File: src/rtl/spi_buffer_ctrl.sv
// spi_buffer_ctrl: sequences a single-port two-bank word buffer between an
// SPI slave byte interface and the NITTA processor side.
//
// Ports:
//   clk, rst             clock; asynchronous active-high reset
//   spi_cs_n             frame select (active low, synchronous to clk)
//   spi_ready            one-cycle pulse per received SPI byte
//   spi_data_receive     received byte, valid with spi_ready
//   spi_data_send        byte to shift out next
//   mem_addr/we/re       buffer port, address = {bank bit, word address}
//   mem_wdata/rdata      buffer data (rdata valid the cycle after re)
//   nitta_req/we/addr    NITTA request, held until nitta_ack
//   nitta_wdata/rdata    NITTA data; rdata valid with ack, then held
//   nitta_ack            one-cycle completion, one cycle after the grant
//   bank                 bank owned by SPI; NITTA uses ~bank
//   frame_done/err       one-cycle end-of-frame status pulses
module spi_buffer_ctrl #(
    parameter int DATA_WIDTH     = 32,
    parameter int SPI_DATA_WIDTH = 8,
    parameter int BUF_SIZE       = 10,
    parameter int ADDR_WIDTH     = $clog2(BUF_SIZE)
) (
    input  logic                      clk,
    input  logic                      rst,
    input  logic                      spi_cs_n,
    input  logic                      spi_ready,
    input  logic [SPI_DATA_WIDTH-1:0] spi_data_receive,
    output logic [SPI_DATA_WIDTH-1:0] spi_data_send,
    output logic [ADDR_WIDTH:0]       mem_addr,
    output logic                      mem_we,
    output logic                      mem_re,
    output logic [DATA_WIDTH-1:0]     mem_wdata,
    input  logic [DATA_WIDTH-1:0]     mem_rdata,
    input  logic                      nitta_req,
    input  logic                      nitta_we,
    input  logic [ADDR_WIDTH-1:0]     nitta_addr,
    input  logic [DATA_WIDTH-1:0]     nitta_wdata,
    output logic [DATA_WIDTH-1:0]     nitta_rdata,
    output logic                      nitta_ack,
    output logic                      bank,
    output logic                      frame_done,
    output logic                      frame_err
);
    localparam int BPW = DATA_WIDTH / SPI_DATA_WIDTH;
    localparam int CW  = (BPW > 1) ? $clog2(BPW) : 1;
    localparam int IW  = ADDR_WIDTH + 1;
    localparam logic [IW-1:0] LAST     = IW'(BUF_SIZE);
    localparam logic [CW-1:0] CNT_LAST = CW'(BPW - 1);

    typedef enum logic [2:0] {
        IDLE, FETCH, LOAD, ACTIVE, WRITE
    } state_t;

    state_t                state, state_n;
    logic                  cs_q;
    logic [IW-1:0]         word_idx;
    logic [CW-1:0]         byte_cnt;
    logic                  overrun;
    logic                  ovf;
    logic [DATA_WIDTH-1:0] tx_shift;
    logic [DATA_WIDTH-1:0] rx_shift;
    logic [DATA_WIDTH-1:0] rdata_q;
    logic                  ack_rd;
    logic                  gnt;
    logic                  frame_end;
    logic                  frame_ok;
    logic                  drop;
    logic                  take;

    // Bytes arriving while the memory port is busy, or after the buffer is
    // full, are lost and poison the frame.
    assign drop = spi_ready &&
                  (state == FETCH || state == LOAD || state == WRITE ||
                   (state == ACTIVE && ovf));
    assign take = state == ACTIVE && !spi_cs_n && spi_ready && !ovf;

    // WRITE never ends a frame; its cs_n check slides into FETCH/ACTIVE.
    assign frame_end = spi_cs_n &&
                       (state == FETCH || state == LOAD || state == ACTIVE);
    assign frame_ok  = word_idx == LAST && byte_cnt == '0 &&
                       !overrun && !drop;

    always_comb begin
        state_n = state;
        unique case (state)
            IDLE:    if (cs_q && !spi_cs_n) state_n = FETCH;
            FETCH:   state_n = spi_cs_n ? IDLE : LOAD;
            LOAD:    state_n = spi_cs_n ? IDLE : ACTIVE;
            ACTIVE: begin
                if (spi_cs_n)
                    state_n = IDLE;
                else if (take && byte_cnt == CNT_LAST)
                    state_n = WRITE;
            end
            WRITE:   state_n = (word_idx + 1'b1 < LAST) ? FETCH : ACTIVE;
            default: state_n = IDLE;
        endcase
    end

    // NITTA only gets cycles the SPI side is neither using nor about to use.
    assign gnt = nitta_req && !nitta_ack &&
                 state != FETCH && state != WRITE &&
                 state_n != FETCH && state_n != WRITE;

    always_comb begin
        mem_addr  = '0;
        mem_we    = 1'b0;
        mem_re    = 1'b0;
        mem_wdata = '0;
        if (state == FETCH) begin
            mem_re   = 1'b1;
            mem_addr = {bank, word_idx[ADDR_WIDTH-1:0]};
        end else if (state == WRITE) begin
            mem_we    = 1'b1;
            mem_addr  = {bank, word_idx[ADDR_WIDTH-1:0]};
            mem_wdata = rx_shift;
        end else if (gnt) begin
            mem_addr  = {~bank, nitta_addr};
            mem_we    = nitta_we;
            mem_re    = !nitta_we;
            mem_wdata = nitta_wdata;
        end
    end

    assign spi_data_send = ovf ? '0 :
                           tx_shift[DATA_WIDTH-1 -: SPI_DATA_WIDTH];
    assign nitta_rdata   = (nitta_ack && ack_rd) ? mem_rdata : rdata_q;

    always_ff @(posedge clk or posedge rst) begin
        if (rst) begin
            state      <= IDLE;
            cs_q       <= 1'b0;
            word_idx   <= '0;
            byte_cnt   <= '0;
            overrun    <= 1'b0;
            ovf        <= 1'b0;
            tx_shift   <= '0;
            rx_shift   <= '0;
            rdata_q    <= '0;
            ack_rd     <= 1'b0;
            nitta_ack  <= 1'b0;
            bank       <= 1'b0;
            frame_done <= 1'b0;
            frame_err  <= 1'b0;
        end else begin
            state      <= state_n;
            cs_q       <= spi_cs_n;
            frame_done <= 1'b0;
            frame_err  <= 1'b0;
            nitta_ack  <= gnt;
            ack_rd     <= gnt && !nitta_we;
            if (nitta_ack && ack_rd)
                rdata_q <= mem_rdata;
            if (drop)
                overrun <= 1'b1;
            if (frame_end) begin
                if (frame_ok) begin
                    frame_done <= 1'b1;
                    bank       <= ~bank;
                end else begin
                    frame_err  <= 1'b1;
                end
            end
            unique case (state)
                IDLE: begin
                    if (state_n == FETCH) begin
                        word_idx <= '0;
                        byte_cnt <= '0;
                        overrun  <= 1'b0;
                        ovf      <= 1'b0;
                        tx_shift <= '0;
                        rx_shift <= '0;
                    end
                end
                LOAD: begin
                    if (!spi_cs_n)
                        tx_shift <= mem_rdata;
                end
                ACTIVE: begin
                    if (take) begin
                        rx_shift <= (rx_shift << SPI_DATA_WIDTH) |
                                    DATA_WIDTH'(spi_data_receive);
                        tx_shift <= tx_shift << SPI_DATA_WIDTH;
                        byte_cnt <= (byte_cnt == CNT_LAST) ? '0 :
                                    byte_cnt + 1'b1;
                    end
                end
                WRITE: begin
                    word_idx <= word_idx + 1'b1;
                    if (word_idx + 1'b1 >= LAST)
                        ovf <= 1'b1;
                end
                default: ;
            endcase
        end
    end
endmodule

File: config.mk
export PLATFORM = sky130hd
export DESIGN_NAME = spi_buffer_ctrl
export DESIGN_NICKNAME = d
export VERILOG_FILES = /design/src/rtl/spi_buffer_ctrl.sv
export SDC_FILE = /design/constraint.sdc
export NUM_CORES = 1
export LEC_CHECK = 0
export BUFFER_PORTS_ARGS = -buffer_cell sky130_fd_sc_hd__buf_2
export CORE_MARGIN = 2
export CORE_UTILIZATION = 40
export DETAILED_ROUTE_END_ITERATION = 16
export HOLD_SLACK_MARGIN = 0.12
export PLACE_DENSITY_LB_ADDON = 0.08
export SLEW_MARGIN = 20
export SYNTH_ARGS = -nofsm -noshare
export SYNTH_HDL_FRONTEND = slang
export SYNTH_SLANG_ARGS = --single-unit
File: constraint.sdc
create_clock -name clk -period 3.9 [get_ports clk]
set_clock_uncertainty 0.05 [all_clocks]
set_input_delay 0.195 -clock clk [delete_from_list [all_inputs] [get_ports clk]]
set_output_delay 0.195 -clock clk [all_outputs]
set_load 0.005 [all_outputs]
==> impl_metrics.toml <==
[synthesis]
synthCells = 514
syn_area_per_cell_um2 = 10.4
syn_area_um2 = 5360
synth_top_area_share = 0.532
synth_area_leaders = "dfrtp_1, a22o_1, mux2_2"
synthDistinctLibCells = 51
synthArstFlopShare = 1.00
yosysTopAreaCell = "dfrtp_1"
synth_edf_count = 0
synth_nets = 601
yosysWarnings = 0
synth_flop_cell = "dfrtp_1"
seq_area_frac_synth = 0.532
ys_ff_latch = 114

[drt]
drt_iter0_drc = 195
wirelength_um = 13600
drc = 0
via_per_inst = 5.09
num_vias = 4542
ant_nets = 0
wl_per_cell_um = 15.2
firstDrtPassIters = 4

[clock_tree]
path_clk_slew_ns = 0.05
clk_latency_ns = 0.42
cts.sinks = 114
root_buffer = "clkbuf_16"
cts-resized-gates = 0
cts-hold-fix-buffers = 43
cts_buffer_depth = 2
cts_tree = "yes"
h-tree-depth = 4
postCtsSetupBuffers = 0
cts_made_buffers = 17

[setup_path]
criticalPathCategory = "flop to primary output"
cp_max_fo = 17
worstReg2RegStart = "ovf"
rrSetupSlack_ns = 1.63
r2r-end = "rx_shift[18]"
arrival_ns = 2.46
cp-end-kind = "primary output"
critPathLaunchType = "flop"
reg2reg_depth = 4
cp.required_ns = 3.65

[cells_and_area]
fillers = 1186
syn_to_final_growth_pct = 36.4
fin_nets = 791
fin_area_um2 = 7310
n_antenna_cell = 0
drive_gt1_frac = 0.346
final_common_cell = "buf_2"
layout_common_cells = "buf_2, dfrtp_1, nand2_1, nor2_1, a22o_1"
regArea_um2 = 2850
multiInputGateArea_um2 = 2290

[hold_path]
hold_start = "spi_ready"
holdPathEnd = "frame_done"
worstHoldPathCells = 3
hold_class = "input pin to flop"

[sta]
finalCritPeriodShare = 0.693
worst_pin_slew_ns = 1.10
slew_headroom = 0.266
drv_slew = 0
fin_tns_setup_ns = 0
final-hold-violation-count = 0
setup_viol = 0
grt_setup_unrepaired = "no"
fmax_mhz = 370
post-route-min-period_ns = 2.70

[outcome]
status = "finished clean"

[placed_design]
io_buffer_count = 164
hpwl_um = 9170
postPlaceCellArea_um2 = 6270
gp_congestion = 0.793

[pwr]
vdd_drop_max_mv = 0.314
power_mw = 4.84
power_leakage_nw = 3.43
p_per_area_nw_per_um2 = 662

[floorplanning]
die-area_um2 = 14400
start_util = 0.407
die_h_um = 120
die_w_um = 120
core_um2 = 13200
num_io_pins = 165
num_rows = 42

[grt]
grt.overflow.total = 0
antenna_found_initial = 0
grt_max_degree = 66
grt_use_total = 0.194
grt_pass1_vias = 4392
grt_pass1_wl_um = 21800

[job]
cap_violations = 0
-- logic make-up after synthesis --
| logic type | count (synthesis) | share of synthesized area |
|---|---|---|
| buffers and inverters | 52 | 0.0450 |
| AND/OR/NAND/NOR | 170 | 0.146 |
| multiplexers | 33 | 0.0693 |
| flip-flops | 114 | 0.532 |
| AO/OA/AOI/OAI | 136 | 0.190 |
| adder cells (fa/ha/maj) | 5 | 0.0117 |
| XOR/XNOR | 4 | 0.00653 |
-- area by class of cell --
cell class	count	share of cell area
clock buffer	22	0.0662
clock inverter	9	0.0176
inverter	9	0.00496
multi-input combinational	348	0.313
sequential	114	0.390
tap	176	0.0301
timing repair buffer	214	0.178
-- registers in the layout (all words and copies together) (netlist names), 2 cells and up --
register	flops
rdata_q	32
rx_shift	32
tx_shift	32
word_idx	5
state	3
byte_cnt	2
-- power breakdown --
| group | internal, mW | switching (mW) |
|---|---|---|
| logic | 0.698 | 0.734 |
| registers | 1.59 | 0.233 |
| clock network | 1.06 | 0.524 |
| total | 3.35 | 1.49 |
-- through the flow --
step / hold slack [ns] / instances / setup WS (ns) / util
2_1_floorplan: 0.176 / 514 / 0.639 / -
3_3_place_gp: 0.351 / 818 / 1.70 / 0.475
3_5_place_dp: 0.357 / 818 / 1.62 / 0.475
4_1_cts: 0.174 / 892 / 1.19 / 0.555
5_1_grt: 0.184 / 892 / 1.01 / 0.555
6_report: 0.179 / 892 / 1.20 / 0.555
-- critical path, cell delays in order (launching register included) --
cell     delay (ns)
dfrtp_1        0.64
or2_1          0.29
a21o_1         0.26
nor4b_4        0.26
buf_4          0.27
a22o_1         0.20
buf_2          0.12
-- Yosys cell counts (3+ instances only) --
library cell,n
nor2_1,53
a22o_1,45
dfrtp_1,114
nor2b_1,9
a21oi_1,5
ha_1,5
nand3_1,4
a31oi_1,4
buf_6,3
buf_1,3
mux2_2,33
nand3b_1,3
o21ai_0,30
clkbuf_1,20
nand2_1,78
a221oi_1,24
nand2b_1,5
buf_2,16
o21ai_1,14
inv_1,9
-- layer usage --
metal | global-route usage | share of wire | up-vias
met5 | 0 | 0 | -
met4 | 0.0706 | 0.015 | 0
met3 | 0.0494 | 0.041 | 19
met2 | 0.310 | 0.48 | 103
met1 | 0.255 | 0.46 | 2212
li1 | - | - | 2208
-- worst max path at each step --
stage | from | to | slack, ns | cells past startpoint
after floorplan | rst | ack_rd | 0.64 | 1
after global placement | state[0] | mem_re | 1.70 | 6
after detailed placement | ovf | rx_shift[10] | 1.62 | 4
after CTS | state[0] | mem_re | 1.19 | 6
after global routing | state[0] | mem_re | 1.01 | 6
final | state[0] | mem_re | 1.20 | 6
(Power assumes the default switching activity.)
